## src/rtl/z80_io_lcd_bridge_if.sv

```systemverilog
// Z80 I/O bus bundle between the CPU-side pins and the I/O port bridge.
interface z80_io_lcd_bridge_if #(
    parameter int ADDR_W = 3
);
    logic [ADDR_W-1:0] adr;
    logic              iorq;
    logic              rd;
    logic              wr;
    logic              busrq;
    logic [7:0]        data_in;
    logic [7:0]        data_out;
    logic              data_oe;

    modport master (
        output adr, iorq, rd, wr, busrq, data_in,
        input  data_out, data_oe
    );

    modport slave (
        input  adr, iorq, rd, wr, busrq, data_in,
        output data_out, data_oe
    );
endinterface

```

## src/rtl/z80_io_lcd_bridge.sv

```systemverilog
// Z80 I/O port bridge: synchronised strobes, byte output registers,
// HD44780 write-cycle sequencer with status port and keyboard read enable.
module z80_io_lcd_bridge #(
    parameter int ADDR_W    = 3,
    parameter int NREG      = 2,
    parameter int REG_BASE  = 6,
    parameter int LCD_ADDR  = 5,
    parameter int KBD_ADDR  = 6,
    parameter int SYNC_ST   = 2,
    parameter int SETUP_CYC = 2,
    parameter int E_CYC     = 12,
    parameter int HOLD_CYC  = 2
) (
    input  logic                in_clock,
    input  logic                rst,
    z80_io_lcd_bridge_if.slave  bus,
    output logic [8*NREG-1:0]   reg_out,
    output logic                led,
    output logic                lcd_e,
    output logic                lcd_rs,
    output logic                lcd_rw,
    output logic [7:0]          lcd_d,
    output logic                kbd_n
);
    localparam int MAX_SE  = (SETUP_CYC > E_CYC) ? SETUP_CYC : E_CYC;
    localparam int MAX_CYC = (MAX_SE > HOLD_CYC) ? MAX_SE : HOLD_CYC;
    localparam int CNT_W   = $clog2(MAX_CYC + 1);

    typedef enum logic [1:0] {IDLE, SETUP, PULSE, HOLD} state_t;

    logic [SYNC_ST-1:0] iorq_sync, rd_sync, wr_sync;
    logic               wr_act, rd_act, wr_act_q, rd_act_q;
    logic               wr_evt, rd_end, wr_evt_en;
    logic               rd_pin, lcd_sel, kbd_sel;
    logic [7:0]         regs [NREG];
    state_t             state, state_d;
    logic [CNT_W-1:0]   cnt, cnt_d;
    logic               load, ovr_set, ovr_clr, overrun, busy;

    assign wr_act    = ~iorq_sync[SYNC_ST-1] & ~wr_sync[SYNC_ST-1];
    assign rd_act    = ~iorq_sync[SYNC_ST-1] & ~rd_sync[SYNC_ST-1];
    assign wr_evt    = wr_act & ~wr_act_q;
    assign rd_end    = ~rd_act & rd_act_q;
    assign wr_evt_en = wr_evt & bus.busrq;

    assign lcd_sel = (bus.adr == ADDR_W'(LCD_ADDR));
    assign kbd_sel = (bus.adr == ADDR_W'(KBD_ADDR));
    assign rd_pin  = bus.busrq & ~bus.iorq & ~bus.rd;

    assign busy         = (state != IDLE);
    assign bus.data_oe  = rd_pin & lcd_sel;
    assign bus.data_out = {busy, overrun, 6'b0};
    assign kbd_n        = ~(rd_pin & kbd_sel);
    assign led          = regs[0][0];
    assign ovr_clr      = rd_end & bus.busrq & lcd_sel;

    // Strobe synchronisers and edge-detect history (idle level is high).
    always_ff @(posedge in_clock or negedge rst) begin
        if (!rst) begin
            iorq_sync <= '1;
            rd_sync   <= '1;
            wr_sync   <= '1;
            wr_act_q  <= 1'b0;
            rd_act_q  <= 1'b0;
        end else begin
            iorq_sync <= {iorq_sync[SYNC_ST-2:0], bus.iorq};
            rd_sync   <= {rd_sync[SYNC_ST-2:0], bus.rd};
            wr_sync   <= {wr_sync[SYNC_ST-2:0], bus.wr};
            wr_act_q  <= wr_act;
            rd_act_q  <= rd_act;
        end
    end

    // Output byte registers, written on a decoded OUT.
    always_ff @(posedge in_clock or negedge rst) begin
        if (!rst) begin
            for (int unsigned i = 0; i < NREG; i++) regs[i] <= '0;
        end else if (wr_evt_en) begin
            for (int unsigned i = 0; i < NREG; i++)
                if (bus.adr == ADDR_W'(REG_BASE + i)) regs[i] <= bus.data_in;
        end
    end

    // Flatten register array onto the output bus.
    always_comb begin
        reg_out = '0;
        for (int unsigned i = 0; i < NREG; i++) reg_out[8*i +: 8] = regs[i];
    end

    // LCD sequencer next-state, counter reload and overrun detection.
    always_comb begin
        state_d = state;
        cnt_d   = cnt;
        load    = 1'b0;
        ovr_set = 1'b0;
        case (state)
            IDLE: if (wr_evt_en && lcd_sel) begin
                load    = 1'b1;
                cnt_d   = CNT_W'(SETUP_CYC - 1);
                state_d = SETUP;
            end
            SETUP: if (cnt == '0) begin
                cnt_d   = CNT_W'(E_CYC - 1);
                state_d = PULSE;
            end else cnt_d = cnt - CNT_W'(1);
            PULSE: if (cnt == '0) begin
                cnt_d   = CNT_W'(HOLD_CYC - 1);
                state_d = HOLD;
            end else cnt_d = cnt - CNT_W'(1);
            HOLD: if (cnt == '0) state_d = IDLE;
                  else cnt_d = cnt - CNT_W'(1);
            default: state_d = IDLE;
        endcase
        if (state != IDLE && wr_evt_en && lcd_sel) ovr_set = 1'b1;
        if (!bus.busrq) begin
            state_d = IDLE;
            load    = 1'b0;
        end
    end

    // LCD sequencer state, registered E, latched transfer fields, overrun flag.
    always_ff @(posedge in_clock or negedge rst) begin
        if (!rst) begin
            state   <= IDLE;
            cnt     <= '0;
            lcd_e   <= 1'b0;
            lcd_d   <= '0;
            lcd_rs  <= 1'b0;
            lcd_rw  <= 1'b0;
            overrun <= 1'b0;
        end else begin
            state <= state_d;
            cnt   <= cnt_d;
            lcd_e <= (state_d == PULSE);
            if (load) begin
                lcd_d  <= bus.data_in;
                lcd_rs <= regs[0][2];
                lcd_rw <= regs[0][1];
            end
            // a set in the same cycle as a clearing read wins
            if (ovr_set)      overrun <= 1'b1;
            else if (ovr_clr) overrun <= 1'b0;
        end
    end
endmodule
```

## src/flat_wrapper.sv

```systemverilog
// flat-port wrapper written by rule: the top's interface ports become plain ports
module z80_io_lcd_bridge_flat 
#(
    parameter int ADDR_W    = 3,
    parameter int NREG      = 2,
    parameter int REG_BASE  = 6,
    parameter int LCD_ADDR  = 5,
    parameter int KBD_ADDR  = 6,
    parameter int SYNC_ST   = 2,
    parameter int SETUP_CYC = 2,
    parameter int E_CYC     = 12,
    parameter int HOLD_CYC  = 2
)
  (in_clock, rst, reg_out, led, lcd_e, lcd_rs, lcd_rw, lcd_d, kbd_n, bus_adr, bus_iorq, bus_rd, bus_wr, bus_busrq, bus_data_in, bus_data_out, bus_data_oe);
  z80_io_lcd_bridge_if #(.ADDR_W(ADDR_W)) bus_i ();
  input  logic in_clock;
  input  logic rst;
  output logic [8*NREG-1:0] reg_out;
  output logic led;
  output logic lcd_e;
  output logic lcd_rs;
  output logic lcd_rw;
  output logic [7:0] lcd_d;
  output logic kbd_n;
  input wire logic [$bits(bus_i.adr)-1:0] bus_adr;
  input wire logic [$bits(bus_i.iorq)-1:0] bus_iorq;
  input wire logic [$bits(bus_i.rd)-1:0] bus_rd;
  input wire logic [$bits(bus_i.wr)-1:0] bus_wr;
  input wire logic [$bits(bus_i.busrq)-1:0] bus_busrq;
  input wire logic [$bits(bus_i.data_in)-1:0] bus_data_in;
  output wire logic [$bits(bus_i.data_out)-1:0] bus_data_out;
  output wire logic [$bits(bus_i.data_oe)-1:0] bus_data_oe;
  assign bus_i.adr = bus_adr;
  assign bus_i.iorq = bus_iorq;
  assign bus_i.rd = bus_rd;
  assign bus_i.wr = bus_wr;
  assign bus_i.busrq = bus_busrq;
  assign bus_i.data_in = bus_data_in;
  assign bus_data_out = bus_i.data_out;
  assign bus_data_oe = bus_i.data_oe;
  z80_io_lcd_bridge #(.ADDR_W(ADDR_W), .NREG(NREG), .REG_BASE(REG_BASE), .LCD_ADDR(LCD_ADDR), .KBD_ADDR(KBD_ADDR), .SYNC_ST(SYNC_ST), .SETUP_CYC(SETUP_CYC), .E_CYC(E_CYC), .HOLD_CYC(HOLD_CYC)) u_core (.in_clock(in_clock), .rst(rst), .bus(bus_i), .reg_out(reg_out), .led(led), .lcd_e(lcd_e), .lcd_rs(lcd_rs), .lcd_rw(lcd_rw), .lcd_d(lcd_d), .kbd_n(kbd_n));
endmodule
```

## config.mk

```make
export PLATFORM = sky130hd
export DESIGN_NAME = z80_io_lcd_bridge_flat
export DESIGN_NICKNAME = d
export VERILOG_FILES = /design/src/rtl/z80_io_lcd_bridge_if.sv /design/src/rtl/z80_io_lcd_bridge.sv /design/src/flat_wrapper.sv
export SDC_FILE = /design/constraint.sdc
export NUM_CORES = 1
export LEC_CHECK = 0
export CORE_ASPECT_RATIO = 1.75
export CORE_UTILIZATION = 40
export DETAILED_ROUTE_END_ITERATION = 6
export PLACE_DENSITY = 0.7
export RECOVER_POWER = 25
export SKIP_CTS_REPAIR_TIMING = 1
export SLEW_MARGIN = 20
export SYNTH_ARGS = -nofsm -noshare
export SYNTH_HDL_FRONTEND = slang
export SYNTH_SLANG_ARGS = --single-unit
```

## constraint.sdc

```tcl
create_clock -name in_clock -period 2.2 [get_ports in_clock]
set_input_delay 0.22 -clock in_clock [delete_from_list [all_inputs] [get_ports in_clock]]
set_output_delay 0.22 -clock in_clock [all_outputs]
set_load 0.05 [all_outputs]
```

==> results of run 1 <==
## power by group
group          internal (mW)  total, mW  switching, mW
combinational          0.297      0.793          0.495
clock                  0.223      0.489          0.266
sequential             0.892      0.977         0.0848
total                   1.41       2.26          0.847
## synth_stat cells, drive strengths merged, types with 2 or more instances
| cell type | n |
|---|---|
| clkbuf | 2 |
| nor3 | 3 |
| nand4b | 2 |
| nand2b | 2 |
| buf | 10 |
| a21oi | 4 |
| nand3 | 4 |
| mux2 | 26 |
| dfstp | 6 |
| dfrtp | 36 |
| inv | 4 |
| nand2 | 5 |
| and3 | 2 |
| o31ai | 2 |
| nor2 | 8 |
## state kept, by name, summed over array words and instances, names as in the netlist
register / cells
u_core.wr_act_q: 1
u_core.state: 2
u_core.cnt: 4
u_core.lcd_e: 1
u_core.reg_out: 15
u_core.rd_sync: 2
u_core.overrun: 1
u_core.rd_act_q: 1
u_core.iorq_sync: 2
u_core.lcd_d: 8
u_core.lcd_rs: 1
u_core.lcd_rw: 1
u_core.led: 1
u_core.wr_sync: 2
## stage by stage
stage | hold slack [ps] | utilization (%) | std cells
3_3_place_gp | 345.5 | 55.56 | 229
3_5_place_dp | 347.5 | 55.56 | 229
6_report | 82.87 | 57.77 | 237
2_1_floorplan | -75.59 | - | 139
5_1_grt | 175.4 | 57.77 | 237
4_1_cts | 76.75 | 57.71 | 237
## path summary, 6_finish.rpt
path                                               start                     endpoint  depth (start not counted)
hold / removal                                       rst    u_core.rd_act_q$_DFF_PN0_                          1
setup / recovery           u_core.iorq_sync[1]$_DFF_PN1_       u_core.led$_DFFE_PN0P_                          4
max in group asynchronous                            rst  u_core.lcd_d[1]$_DFFE_PN0P_                          1
min in group in_clock        u_core.wr_sync[0]$_DFF_PN1_  u_core.wr_sync[1]$_DFF_PN1_                          0
setup reg to reg           u_core.iorq_sync[1]$_DFF_PN1_       u_core.led$_DFFE_PN0P_                          4
hold reg to reg              u_core.wr_sync[0]$_DFF_PN1_  u_core.wr_sync[1]$_DFF_PN1_                          0
## final cells by class
cell class,instances,area [µm²]
inverters,4,15.01
fillers,364,1769
flip-flops and latches,42,1059
well taps,49,61.31
multi-input cells,81,646.9
clock buffers,5,68.82
clock inverters,3,21.27
repair buffers,53,548.0
## routing by layer
layer | share of wire, % | wire length (µm) | vias to the layer above | GRT usage (%)
li1 | - | - | 560 | -
met1 | 38 | 1413 | 616 | 21.97
met2 | 54 | 2016 | 55 | 29.32
met3 | 7.1 | 268 | 7 | 5.387
met4 | 1.6 | 61 | 0 | 7.237
met5 | 0 | 0 | - | 0
## critical path: cells and delay by family (launching register included)
family                 cells  cell delay (ps)
muxes                      1              330
buffers and inverters      1              150
DFF                        1              410
and+or+nand+nor            2              790
## cell families after synthesis
group,share of synthesized area (%)
AO/OA/AOI/OAI,5.688
buffers and inverters,5.336
flip-flops,59.41
AND/OR/NAND/NOR,11.73
multiplexers,16.43
other,0.2105
adder cells (fa/ha/maj),0.7021
XOR/XNOR,0.4917
==> impl_metrics.csv, run 1 <==
group,metric,value,unit
outcome,status,"finished, final reports clean",
cells_and_area,nNetsFinal,205,
cts,path_clk_slew,80,ps
logic_synthesis,yosys.area.top_type,"dfrtp_1",
routing,first_pass_iters,4,
setup_path,crit_path_end_kind,"flip-flop",
placement,place_ws,177.7,ps
logic_synthesis,netlist_top_cells_area,"dfrtp_1 51%, mux2_2 16%, dfstp_2 8.8%, buf_4 3.8%, nor2_1 1.5%",
setup_path,cp_slowest_cell,"or4b_4",
timing,max-slew-margin-rel,33.10,%
placement,hpwl,2.793,mm
floorplan,core,4189,µm²
timing,fin_skew,7.182,ps
logic_synthesis,synth_top_area_share,50.56,%
logic_synthesis,ys_warn_count,0,
setup_path,path_cells,"or4b_4 -> nor3_4 -> buf_12 -> mux2_2",
grt,antenna_found_initial,0,
min_path,hold_path_class,"input port to asynchronous set/reset pin",
setup_path,slowest_delay,570,ps
pwr,design_power_total,2.259,mW
cells_and_area,finalInstanceArea,2420,µm²
setup_path,cp.required,2380,ps
logic_synthesis,ys_seq_area_share,59.41,%
floorplan,io_pins,55,
timing,period_share,81.52,%
setup_path,worstSetupPathType,"flip-flop to flip-flop",
timing,fin_ws,406.5,ps
timing,timing.fmax,557.6,MHz
job,drv_cap,0,
logic_synthesis,synth-main-ff-cell,"dfrtp_1",
placement,port_buffers,48,
cts,clock_latency,290,ps
setup_path,crit_path_start_kind,"flip-flop",
cells_and_area,final_cell_mix,"41 x clkdlybuf4s50_1, 36 x dfrtp_1, 26 x mux2_2",
logic_synthesis,synth_area_per_cell,13.30,µm²
cells_and_area,final_layout_size_suffix_gt1_share,27.66,%
timing,maxSlewViolCount,0,
routing,vias_per_cell,5.224,
cts,htree_levels,2,
cts,cts-root-buf,"clkbuf_8",
pwr,peakVddDrop,0.7403,mV
logic_synthesis,synth_area,1782,µm²
routing,wl_per_cell,15.86,µm
cts,cts_buffer_depth,2,
logic_synthesis,async_reset_ff_share,100.0,%
floorplan,die_w,52.45,µm
setup_path,r2r_slack,410,ps
logic_synthesis,syn-instance-count,134,
timing,timing.final.crit_period,1794,ps
timing,hold_viol_final,0,
routing,routed_wl,3.759,mm
placement,placed_area,2327,µm²
cts,cts_tree,"yes",
setup_path,cp_max_fo,8,
routing,num_vias,1238,
logic_synthesis,synth.distinct_cells,36,
timing,fin_setup_tns,0,ps
logic_synthesis,ys_seq_elements,42,
grt,grt_max_degree,43,
routing,drc_errors,0,
setup_path,worst_ep_arrival_time,1980,ps
timing,rsz0062_at_grt,"false",
timing,worst_pin_slew,1004,ps
routing,drt_first_iter_violations,36,
pwr,p_leak,1.076,nW
grt,grt_overflow_total,0,
grt,grt_pass1_wl,6.327,mm
floorplan,initial_core_util,42.53,%
logic_synthesis,synth_edf_count,0,
cts,cts_sinks,42,
cts,cts_buffers,5,
cells_and_area,syn2layout_area_growth,35.81,%
placement,gp_congestion,0.8668,
grt,grt_pass1_vias,1333,
timing,finalSetupViolCount,0,
floorplan,die_height,90.29,µm
floorplan,dieArea,4736,µm²
floorplan,rows,31,
grt,grt_use_total,18.15,%
pwr,p_per_area,933.7,nW/µm²
cells_and_area,antenna_cells,0,
cells_and_area,final_common_cell,"clkdlybuf4s50_1",
routing,postRouteAntennaNets,0,
(Power assumes the default switching activity.)
==> inputs of run 2 (changes only) <==
Settings changed: PLACE_DENSITY 0.7 to 0.73.
Clock period 2.2 ns to 1.5 ns, I/O delays scaled along.
==> run 2 against run 1 <==
Net effect:
- the run now ends with setup timing left
- die area unchanged
- sequential share of layout area decreased by 4.1 points
- final area increased by 10%
- hold slack better by 270 ps
- combinational power rose by 65%
- wire length is 11% higher
- clock skew hardly changed
- largest power group unchanged
- highest routed layer unchanged
==> impl_metrics.csv, run 2 (synthesis gave the netlist of run 1 again) <==
group,metric,value,unit
outcome,status,"finished, violations left",
outcome,violations,"setup timing",
routing,num_vias,1313,
cts,cts_buffers,5,
routing,top_layer,"met4",
placement,port_buffers,48,
floorplan,die_w,52.45,µm
routing,drc_errors,0,
grt,antenna_found_initial,0,
cts,cts_tree,"yes",
timing,fin_setup_tns,-4843,ps
min_path,min_path_cells,0,
routing,wl_per_cell,16.17,µm
cells_and_area,final_common_cell,"buf_4",
cts,cts_sinks,42,
timing,worst_pin_slew,1148,ps
cells_and_area,antenna_cells,0,
timing,fin_ws,-254.9,ps
setup_path,cp_slowest_cell,"or4b_4",
routing,wl_met3,157,µm
setup_path,slowest_delay,520,ps
cts,htree_levels,2,
routing,wl_met2,2.350,mm
setup_path,cp.required,1670,ps
cells_and_area,final_cell_mix,"50 x buf_4, 36 x dfrtp_1, 15 x mux2_4",
cts,path_clk_slew,70,ps
floorplan,core,4189,µm²
placement,gp_congestion,0.7879,
setup_path,crit_path_start_kind,"flip-flop",
setup_path,r2r_slack,-250,ps
grt,grt_overflow_total,0,
routing,postRouteAntennaNets,0,
timing,period_share,117.0,%
timing,maxSlewViolCount,0,
grt,grt_use_total,17.72,%
floorplan,initial_core_util,42.53,%
timing,hold_viol_final,0,
cells_and_area,final_cells,259,
timing,fin_skew,6.974,ps
cells_and_area,nNetsFinal,227,
timing,finalSetupViolCount,28,
min_path,hold_path_class,"flip-flop to flip-flop",
setup_path,worstSetupPathType,"flip-flop to flip-flop",
timing,max-slew-margin-rel,23.44,%
timing,rsz0062_at_grt,"true",
grt,grt_pass1_wl,6.182,mm
floorplan,die_height,90.29,µm
routing,vias_per_cell,5.069,
floorplan,rows,31,
placement,hpwl,2.986,mm
cts,cts_buffer_depth,2,
cells_and_area,regArea,1059,µm²
cells_and_area,n_fill_cell,322,
setup_path,worst_ep_arrival_time,1930,ps
setup_path,cp_max_fo,8,
pwr,design_power_total,3.445,mW
cts,cts-root-buf,"clkbuf_8",
routing,routed_wl,4.189,mm
floorplan,io_pins,55,
timing,timing.final.crit_period,1755,ps
setup_path,reg2reg_depth,4,
setup_path,crit_path_end_kind,"flip-flop",
cells_and_area,syn2layout_area_growth,50.00,%
floorplan,dieArea,4736,µm²
grt,grt_pass1_vias,1320,
cells_and_area,multiInputGateArea,774.5,µm²
routing,drt_first_iter_violations,17,
pwr,p_per_area,1289,nW/µm²
routing,first_pass_iters,4,
setup_path,path_cells,"or4b_4 -> nor3_4 -> buf_12 -> mux2_4",
job,drv_cap,0,
cts,clock_latency,290,ps
pwr,peakVddDrop,0.9949,mV
routing,wl_met1,1.602,mm
pwr,p_leak,1.261,nW
timing,timing.fmax,569.8,MHz
cells_and_area,final_layout_size_suffix_gt1_share,54.29,%
placement,post-place-cells,244,
grt,grt_max_degree,25,
cells_and_area,largest_reg_flops,15,
## run 2: cell types whose count changed in the layout (fill, tap and decap cells not counted), sizes merged
cell	before	now
clkdlybuf4s50	41	11
dlygate4sd3	3	4
clkinv	2	0
clkbuf	6	8
inv	4	3
buf	7	58
clkinvlp	1	2
## run 2: report_power, final
part | total [mW] | internal, mW | switching, mW
Sequential | 1.45 | 1.31 | 0.137
Combinational | 1.31 | 0.526 | 0.780
Clock | 0.692 | 0.329 | 0.363
Total | 3.44 | 2.16 | 1.28
## run 2: cell type report
type | instances | area share [%]
Clock inverter | 1 | 0.2809
Multi-Input combinational cell | 81 | 28.98
Inverter | 4 | 0.7022
Sequential cell | 42 | 39.61
Clock buffer | 7 | 2.856
Timing Repair Buffer | 75 | 25.28
Tap cell | 49 | 2.294
## run 2: worst paths after layout
path,startpoint,to
setup / recovery,u_core.wr_act_q$_DFF_PN0_,u_core.reg_out[6]$_DFFE_PN0P_
setup reg to reg,u_core.wr_act_q$_DFF_PN0_,u_core.reg_out[6]$_DFFE_PN0P_
hold reg to reg,u_core.wr_sync[0]$_DFF_PN1_,u_core.wr_sync[1]$_DFF_PN1_
hold / removal,u_core.wr_sync[0]$_DFF_PN1_,u_core.wr_sync[1]$_DFF_PN1_
max in group asynchronous,rst,u_core.cnt[2]$_DFFE_PN0P_
min in group asynchronous,rst,u_core.state[1]$_DFF_PN0_
## run 2: routing by layer
metal,track usage (%),up-vias
li1,-,608
met1,17.93,661
met2,32.70,36
met3,4.040,8
met4,7.018,0
met5,0,-
## run 2: stage by stage
| step | setup WS [ps] | cell area, µm² | hold WS [ps] | util, % |
|---|---|---|---|---|
| CTS | -267.8 | 2489 | -179.3 | 59.41 |
| global placement | -444.6 | 2405 | 117.1 | 57.41 |
| floorplan | -229.8 | 1803 | -145.6 | - |
| finish | -254.9 | 2673 | 356.4 | 63.80 |
| global route | -292.0 | 2673 | 363.4 | 63.80 |
| detailed placement | -480.2 | 2405 | 133.8 | 57.41 |
## run 2: worst max-delay path: cells and delay by family, from the launching register on
family / cells / cell delay [ps]
mux: 1 / 300
flops: 1 / 410
simple gates: 2 / 760
buf+inv: 1 / 160
